==> src/rtl/uart_ctrl_pkg.sv <==
// uart_ctrl_pkg: register map, STATUS/CTRL bit positions and TX FSM states
// shared by the uart_ctrl controller and its FIFO.
package uart_ctrl_pkg;

  // Register addresses
  localparam logic [1:0] ADDR_DATA   = 2'd0;
  localparam logic [1:0] ADDR_STATUS = 2'd1;
  localparam logic [1:0] ADDR_BAUD   = 2'd2;
  localparam logic [1:0] ADDR_CTRL   = 2'd3;

  // STATUS bit indices
  localparam int ST_TX_FULL  = 0;
  localparam int ST_TX_EMPTY = 1;
  localparam int ST_RX_FULL  = 2;
  localparam int ST_RX_EMPTY = 3;
  localparam int ST_BUSY     = 4;
  localparam int ST_TX_OVF   = 5;
  localparam int ST_RX_OVF   = 6;
  localparam int ST_RX_ERR   = 7;

  // CTRL bit indices
  localparam int CTRL_TX_EN   = 0;
  localparam int CTRL_BRK     = 1;
  localparam int CTRL_IRQ_RX  = 2;
  localparam int CTRL_IRQ_TXE = 3;
  localparam int CTRL_IRQ_ERR = 4;
  localparam int CTRL_W       = 5;

  // TX sequencing states
  typedef enum logic [1:0] {
    IDLE      = 2'd0,
    LOAD      = 2'd1,
    WAIT_BUSY = 2'd2,
    WAIT_DONE = 2'd3
  } tx_state_e;

endpackage

==> src/rtl/uart_ctrl_fifo.sv <==
// uart_ctrl_fifo: first-word-fall-through FIFO. A push into a full FIFO is
// accepted only when a pop happens in the same cycle; a pop on an empty FIFO
// does nothing.
module uart_ctrl_fifo
  import uart_ctrl_pkg::*;
#(
  parameter int WIDTH = 8,
  parameter int DEPTH = 16
) (
  input  logic             clk,
  input  logic             rst_n,
  input  logic             push,
  input  logic [WIDTH-1:0] push_data,
  input  logic             pop,
  output logic [WIDTH-1:0] head,
  output logic             full,
  output logic             empty
);

  localparam int            AW       = $clog2(DEPTH);
  localparam logic [AW:0]   FULL_CNT = (AW + 1)'(DEPTH);

  logic [WIDTH-1:0] mem [DEPTH];
  logic [AW-1:0]    wr_ptr_q, wr_ptr_d, rd_ptr_q, rd_ptr_d;
  logic [AW:0]      count_q, count_d;
  logic             do_push, do_pop;

  assign empty   = (count_q == '0);
  assign full    = (count_q == FULL_CNT);
  assign do_pop  = pop && !empty;
  assign do_push = push && (!full || do_pop);
  assign head    = mem[rd_ptr_q];

  // Pointer and occupancy update; pointers wrap naturally at DEPTH.
  always_comb begin
    wr_ptr_d = wr_ptr_q;
    rd_ptr_d = rd_ptr_q;
    count_d  = count_q;
    if (do_push) wr_ptr_d = wr_ptr_q + 1'b1;
    if (do_pop)  rd_ptr_d = rd_ptr_q + 1'b1;
    if (do_push && !do_pop)      count_d = count_q + 1'b1;
    else if (!do_push && do_pop) count_d = count_q - 1'b1;
  end

  // Storage array; contents need no reset because occupancy gates every read.
  always_ff @(posedge clk) begin
    if (do_push) mem[wr_ptr_q] <= push_data;
  end

  // Pointer/count registers.
  always_ff @(posedge clk or negedge rst_n) begin
    if (!rst_n) begin
      wr_ptr_q <= '0;
      rd_ptr_q <= '0;
      count_q  <= '0;
    end else begin
      wr_ptr_q <= wr_ptr_d;
      rd_ptr_q <= rd_ptr_d;
      count_q  <= count_d;
    end
  end

endmodule

==> src/rtl/uart_ctrl.sv <==
// uart_ctrl: register front-end that feeds the byte-level uart core from a TX
// FIFO and buffers received bytes. Macro UART_CTRL_RX_FIFO_EN selects an
// RX_DEPTH-entry RX FIFO; otherwise RX uses a single holding register.
module uart_ctrl
  import uart_ctrl_pkg::*;
#(
  parameter int          TX_DEPTH     = 16,
  parameter int          RX_DEPTH     = 16,
  parameter logic [15:0] DEFAULT_BAUD = 16'd1302
) (
  input  logic        clk,
  input  logic        rst_n,
  input  logic [1:0]  addr,
  input  logic        we,
  input  logic        re,
  input  logic [15:0] wdata,
  output logic [15:0] rdata,
  output logic        irq,
  output logic        u_transmit,
  output logic [7:0]  u_tx_byte,
  input  logic        u_is_transmitting,
  input  logic        u_received,
  input  logic [7:0]  u_rx_byte,
  input  logic        u_recv_error,
  output logic        u_recv_ack,
  output logic [15:0] u_baud,
  output logic        u_brk
);

  if (TX_DEPTH < 2 || (TX_DEPTH & (TX_DEPTH - 1)) != 0 ||
      RX_DEPTH < 2 || (RX_DEPTH & (RX_DEPTH - 1)) != 0) begin : g_bad_depth
    $error("uart_ctrl: FIFO depths must be powers of two and at least 2");
  end

  tx_state_e         state_q, state_d;
  logic [7:0]        tx_byte_q, tx_byte_d;
  logic [15:0]       baud_q, baud_d, rdata_q, rdata_d;
  logic [CTRL_W-1:0] ctrl_q, ctrl_d;
  logic              tx_ovf_q, tx_ovf_d, rx_ovf_q, rx_ovf_d, rx_err_q, rx_err_d;

  logic       wr_data, wr_status, rd_en, rd_data;
  logic       tx_pop, tx_full, tx_empty, tx_drop;
  logic [7:0] tx_head, rx_head;
  logic       rx_pop, rx_full, rx_empty, rx_drop, busy;
  logic [7:0] status;

  assign wr_data   = we && (addr == ADDR_DATA);
  assign wr_status = we && (addr == ADDR_STATUS);
  assign rd_en     = re && !we;
  assign rd_data   = rd_en && (addr == ADDR_DATA);
  assign tx_pop    = (state_q == LOAD);
  assign tx_drop   = wr_data && tx_full && !tx_pop;
  assign rx_pop    = rd_data;
  assign busy      = (state_q != IDLE) || u_is_transmitting;

  uart_ctrl_fifo #(.WIDTH(8), .DEPTH(TX_DEPTH)) u_tx_fifo (
    .clk(clk), .rst_n(rst_n), .push(wr_data), .push_data(wdata[7:0]),
    .pop(tx_pop), .head(tx_head), .full(tx_full), .empty(tx_empty)
  );

`ifdef UART_CTRL_RX_FIFO_EN
  uart_ctrl_fifo #(.WIDTH(8), .DEPTH(RX_DEPTH)) u_rx_fifo (
    .clk(clk), .rst_n(rst_n), .push(u_received), .push_data(u_rx_byte),
    .pop(rx_pop), .head(rx_head), .full(rx_full), .empty(rx_empty)
  );
  assign rx_drop = u_received && rx_full && !rx_pop;
`else
  logic       rx_valid_q, rx_valid_d;
  logic [7:0] rx_byte_q, rx_byte_d;

  assign rx_empty = !rx_valid_q;
  assign rx_full  = rx_valid_q;
  assign rx_head  = rx_byte_q;
  assign rx_drop  = u_received && rx_valid_q && !rx_pop;

  // Single-slot RX buffer: a new byte is taken when the slot is free or being read.
  always_comb begin
    rx_valid_d = rx_valid_q;
    rx_byte_d  = rx_byte_q;
    if (rx_pop) rx_valid_d = 1'b0;
    if (u_received && (!rx_valid_q || rx_pop)) begin
      rx_valid_d = 1'b1;
      rx_byte_d  = u_rx_byte;
    end
  end

  // Holding register state.
  always_ff @(posedge clk or negedge rst_n) begin
    if (!rst_n) begin
      rx_valid_q <= 1'b0;
      rx_byte_q  <= 8'h00;
    end else begin
      rx_valid_q <= rx_valid_d;
      rx_byte_q  <= rx_byte_d;
    end
  end
`endif

  assign status = {rx_err_q, rx_ovf_q, tx_ovf_q, busy, rx_empty, rx_full, tx_empty, tx_full};

  // Register writes, sticky flags (a set beats a same-cycle clear) and read mux.
  always_comb begin
    baud_d   = baud_q;
    ctrl_d   = ctrl_q;
    rdata_d  = rdata_q;
    tx_ovf_d = (tx_ovf_q && !(wr_status && wdata[ST_TX_OVF])) || tx_drop;
    rx_ovf_d = (rx_ovf_q && !(wr_status && wdata[ST_RX_OVF])) || rx_drop;
    rx_err_d = (rx_err_q && !(wr_status && wdata[ST_RX_ERR])) || u_recv_error;
    if (we && addr == ADDR_BAUD) baud_d = wdata;
    if (we && addr == ADDR_CTRL) ctrl_d = wdata[CTRL_W-1:0];
    if (rd_en) begin
      case (addr)
        ADDR_DATA:   rdata_d = rx_empty ? 16'h0000 : {8'h00, rx_head};
        ADDR_STATUS: rdata_d = {8'h00, status};
        ADDR_BAUD:   rdata_d = baud_q;
        default:     rdata_d = {{(16 - CTRL_W){1'b0}}, ctrl_q};
      endcase
    end
  end

  // TX sequencing: one transmit pulse per byte, then track the core's busy flag.
  always_comb begin
    state_d   = state_q;
    tx_byte_d = tx_byte_q;
    case (state_q)
      IDLE:      if (ctrl_q[CTRL_TX_EN] && !tx_empty && !u_is_transmitting) state_d = LOAD;
      LOAD: begin
        tx_byte_d = tx_head;
        state_d   = WAIT_BUSY;
      end
      WAIT_BUSY: if (u_is_transmitting)  state_d = WAIT_DONE;
      WAIT_DONE: if (!u_is_transmitting) state_d = IDLE;
      default:   state_d = IDLE;
    endcase
  end

  // Controller state registers.
  always_ff @(posedge clk or negedge rst_n) begin
    if (!rst_n) begin
      state_q   <= IDLE;
      tx_byte_q <= 8'h00;
      baud_q    <= DEFAULT_BAUD;
      ctrl_q    <= '0;
      rdata_q   <= 16'h0000;
      tx_ovf_q  <= 1'b0;
      rx_ovf_q  <= 1'b0;
      rx_err_q  <= 1'b0;
    end else begin
      state_q   <= state_d;
      tx_byte_q <= tx_byte_d;
      baud_q    <= baud_d;
      ctrl_q    <= ctrl_d;
      rdata_q   <= rdata_d;
      tx_ovf_q  <= tx_ovf_d;
      rx_ovf_q  <= rx_ovf_d;
      rx_err_q  <= rx_err_d;
    end
  end

  // The byte presented to the core is the FIFO head during LOAD, then held.
  assign u_transmit = tx_pop;
  assign u_tx_byte  = tx_pop ? tx_head : tx_byte_q;
  assign u_recv_ack = u_received | u_recv_error;
  assign u_baud     = baud_q;
  assign u_brk      = ctrl_q[CTRL_BRK];
  assign rdata      = rdata_q;
  assign irq = (ctrl_q[CTRL_IRQ_RX] && !rx_empty) ||
               (ctrl_q[CTRL_IRQ_TXE] && tx_empty && state_q == IDLE && !u_is_transmitting) ||
               (ctrl_q[CTRL_IRQ_ERR] && (tx_ovf_q || rx_ovf_q || rx_err_q));

endmodule

==> config.mk <==
export PLATFORM = sky130hd
export DESIGN_NAME = uart_ctrl
export DESIGN_NICKNAME = d
export VERILOG_FILES = /design/src/rtl/uart_ctrl_pkg.sv /design/src/rtl/uart_ctrl_fifo.sv /design/src/rtl/uart_ctrl.sv
export SDC_FILE = /design/constraint.sdc
export NUM_CORES = 1
export LEC_CHECK = 0
export ABC_AREA = 1
export CORE_MARGIN = 5
export CORE_UTILIZATION = 30
export CTS_BUF_LIST = sky130_fd_sc_hd__clkbuf_2 sky130_fd_sc_hd__clkbuf_4 sky130_fd_sc_hd__clkbuf_8
export CTS_CLUSTER_SIZE = 25
export DETAILED_ROUTE_END_ITERATION = 10
export GPL_ROUTABILITY_DRIVEN = 0
export HOLD_SLACK_MARGIN = 0.05
export MAX_ROUTING_LAYER = met4
export SLEW_MARGIN = 10
export SYNTH_ARGS = -nofsm -noshare
export SYNTH_HDL_FRONTEND = slang
export SYNTH_SLANG_ARGS = --single-unit
==> constraint.sdc <==
create_clock -name clk -period 2.87 [get_ports clk]
set_input_delay 0.574 -clock clk [delete_from_list [all_inputs] [get_ports clk]]
set_output_delay 0.574 -clock clk [all_outputs]
set_load 0.02 [all_outputs]
==> reports/results.txt <==
The final non-filler cell area was 10,600 um^2. The flow ran to the end, and the final reports show no timing, DRC or antenna violations. The worst setup path is launched from a flop.

The count of flip-flops with a built-in enable after synthesis is 128, and the maximum operating frequency is 366 MHz. Clock tree synthesis inserted a total of 17 buffers. Summed over all nets, wire length on met3 after detailed routing comes to 707 um. The via count of the first global-routing pass was 5,995. In this run the cell area of the synthesized design comes to 8630 um^2. The run gives 30.2% as the initial standard-cell utilization of the core. The critical path is of the flop to output port type. For the worst setup path, the data required time is 2300 ps.

The core region is 28,500 um^2. Setup repair after global routing could not meet its margin everywhere. Routed wire length on met2: 10,900 um. For this run, the total global-route usage over all layers was measured as 13.5%. The number of flip-flops and latches in the synthesized netlist was 200.

Yosys mapped the design onto 39 distinct sky130hd cell types. In this run the horizontal extent of the chip is 180 um. The fraction of synthesized cell area taken by the top area cell type is 44.5%. The net count of the finished layout is 981. The worst pin sits at a relative slew slack of 50.3%.

Entering global routing, the biggest net connects 51 pins. The buffer depth of the longest clock path was 2; the power density of the placed cells was 855 nW/um^2. The worst clock skew on the final layout came out at 21.2 ps. Sorting the synthesized cells by how often they occur yields nand2_1, edfxtp_1, nand3_1.

After the first detailed-routing iteration, the DRC count stood at 453. The xor/xnor cell area share of the yosys netlist was 0.913%. Sorting the synthesized cells by area gives the leading types as edfxtp_1, dfrtp_1, nand2_1, nand3_1, ha_1. TritonCTS built the clock tree. The area of all sequential standard cells is 5650 um^2, and the leftover overflow at the end of global routing is 0. Once layout is complete, the utilization of the core stands at 37.0%. In this run the cell area measured after placement is 10,100 um^2.

For the finished layout, the period the worst path requires is 2730 ps. Multiplexer area fraction after synthesis: 0.768%. The hold violation total from the final report is 0, and the number of violations of the max-capacitance limit is 0.

Fill cells in the final layout number 2,874. The die covers 32,300 um^2. For the worst-skew pair, the clock arrives at the later sink with an insertion delay of 480 ps. Number of vias per cell after detailed routing: 4.62. The antenna violation net count after detailed routing was 0. The worst hold-check slack came out at 484 ps.

In this run the tool buffered the top-level ports with 76 buffer cells. CTS saw 200 sinks. Dividing the detail-routed wire length by the instance count gives 16.1 um. Of the available clock period, the critical path in the final layout requires 95.1%.

Yosys printed 0 warnings. Routed signal wires occupy layers up through met4. Summing all multi-input logic gate instances after layout gives 2570 um^2. The total via count in the routed design is 6,150.

The synthesized design spends more area on one cell type than any other, namely edfxtp_1. The root buffer cell chosen for the clock tree is clkbuf_8. After synthesis, the largest family of logic cells by area is simple AND/OR/NAND/NOR gates. The synthesized area per cell is 10.6 um^2, and the wire length of the first global-routing pass is 33,900 um. Of the synthesized area, sequential elements account for 65.5%. In the final layout, the share of cells above drive strength 1 is 13.2%.

The area growth from synthesis to layout is 22.3%. The repair_antennas step left the layout with diodes totalling 0. The highest ir drop seen on vdd is 0.311 mV. Most common cell in the synthesized netlist: nand2_1.

In the synthesized netlist, the number of instances is 818. The post-synthesis net count is 866, and the accumulated negative setup slack is 0 ps. Area fraction in compound gates after synthesis: 4.19%. From bottom edge to top edge, the die measures 180 um.

The clock transition time at the flip-flop clock pins of the worst setup and hold paths was 110 ps. The initial antenna violation count was 0. For the critical path data arrival time, the log shows 2160 ps. The half-perimeter wire length after placement was 14,700 um; the leakage power of the design was 4.35 nW.

For this run, the detailed router's first-pass iteration total came to 5. The H-tree was split into 4 levels. Setup violations remaining at the end of the flow were counted as 0. The main flop type after synthesis is edfxtp_1. After detailed routing, the total wire length is 21,500 um.

The initialized floorplan defines 62 standard-cell rows. The number of pins with negative max-slew slack in the final report is 0, and the met1 routed wirelength after detailed routing is 9540 um. The tightest min-delay check is of the flop to flop type.

The tools report the number of top-level pins as 77. The arithmetic-cell share of the synthesized area counting full adders, half adders and majority gates was 2.26%. The maximum net fanout on the critical path was 25.

The slew of the pin with the lowest slew margin came out at 744 ps. After detailed routing, the number of remaining DRC violations is 0. Of the total synthesized cell area, the portion taken by AND, OR, NAND and NOR gates is 21.6%. After synthesis, the share of flip-flops with an asynchronous set or reset is 36.0%. The worst setup path is captured at an output port.
[logic make-up after synthesis]
logic type	Yosys count
buf+inv	83
flops	200
simple gates	445
xor+xnor	9
fa+ha+maj	15
compound gates	61
mux	5
[placed cells by master, fill, tap and decap left out, types with 17 or more instances in the layout]
cell type,count
buf_4,49
clkbuf_8,17
clkdlybuf4s50_1,66
dfrtp_1,66
edfxtp_1,128
inv_1,37
nand2_1,282
nand3_1,120
nor2_1,19
o21ai_0,26
[where the power goes]
part           switching (mW)  leakage (nW)  total (mW)  internal, mW
Combinational            2.26          2.12        3.59          1.33
Clock                    1.12         0.203        1.79         0.666
Sequential              0.242          2.02        3.64          3.40
[metrics by stage]
stage,std cells,power (mW),setup WS (ps)
2_1_floorplan,818,5.90,170
5_1_grt,1330,9.65,-21.5
6_report,1330,9.02,140
3_3_place_gp,1293,7.19,-18.3
3_5_place_dp,1293,7.26,-28.1
4_1_cts,1326,9.00,1.91
[worst paths after layout]
path,from,endpoint,slack (ps),cells after the start
max,u_tx_fifo.rd_ptr_q[0],u_tx_byte[7],140,11
min,tx_byte_q[2],tx_byte_q[2],480,2
max reg2reg,state_q[1],u_tx_fifo.count_q[4],360,15
min reg2reg,tx_byte_q[2],tx_byte_q[2],480,2
max in group asynchronous,rst_n,u_baud[8],1590,3
min in group asynchronous,rst_n,rdata[13],560,2
[final cells by class]
cell class / count / share of cell area, %
sequential: 200 / 53.5
multi-input combinational: 535 / 24.4
timing repair buffer: 133 / 12.0
tap: 384 / 4.55
clock buffer: 17 / 2.22
inverter: 46 / 1.71
clock inverter: 15 / 1.66
[registers in the layout, indices dropped and copies added (netlist names)]
register            cells
tx_byte_q               8
rx_err_q                1
rx_ovf_q                1
state_q                 2
u_tx_fifo.count_q       5
ctrl_q                  5
rx_full                 1
u_tx_fifo.rd_ptr_q      4
u_tx_fifo.mem         128
rdata                  16
u_baud                 16
u_tx_fifo.wr_ptr_q      4
tx_ovf_q                1
rx_byte_q               8
[critical path, cell delays in order, from the launching register on]
cell and delay [ps]:
dfrtp_2 470, buf_4 160, clkbuf_16 200, nand2_1 60, nand3_1 100, nand3_1 130, nand2_1 100, nand2_1 50
nand2_1 90, nand2_1 60, nand2_1 80, buf_2 170
[timing repair]
action,4_1_cts,5_1_grt
setup endpoints to repair,9,8
hold endpoints to repair,30,0
buffers inserted,0,1
cloned,0,3
hold buffers,1,0
resized for setup,23,16
pin swaps,0,0
[per-layer routing]
| metal | track usage, % | vias up |
|---|---|---|
| met5 | - | - |
| met1 | 17.3 | 3012 |
| li1 | - | 2993 |
| met2 | 22.1 | 116 |
| met3 | 2.57 | 29 |
| met4 | 3.69 | 0 |
Note: power is estimated with default switching activity, not from simulation.
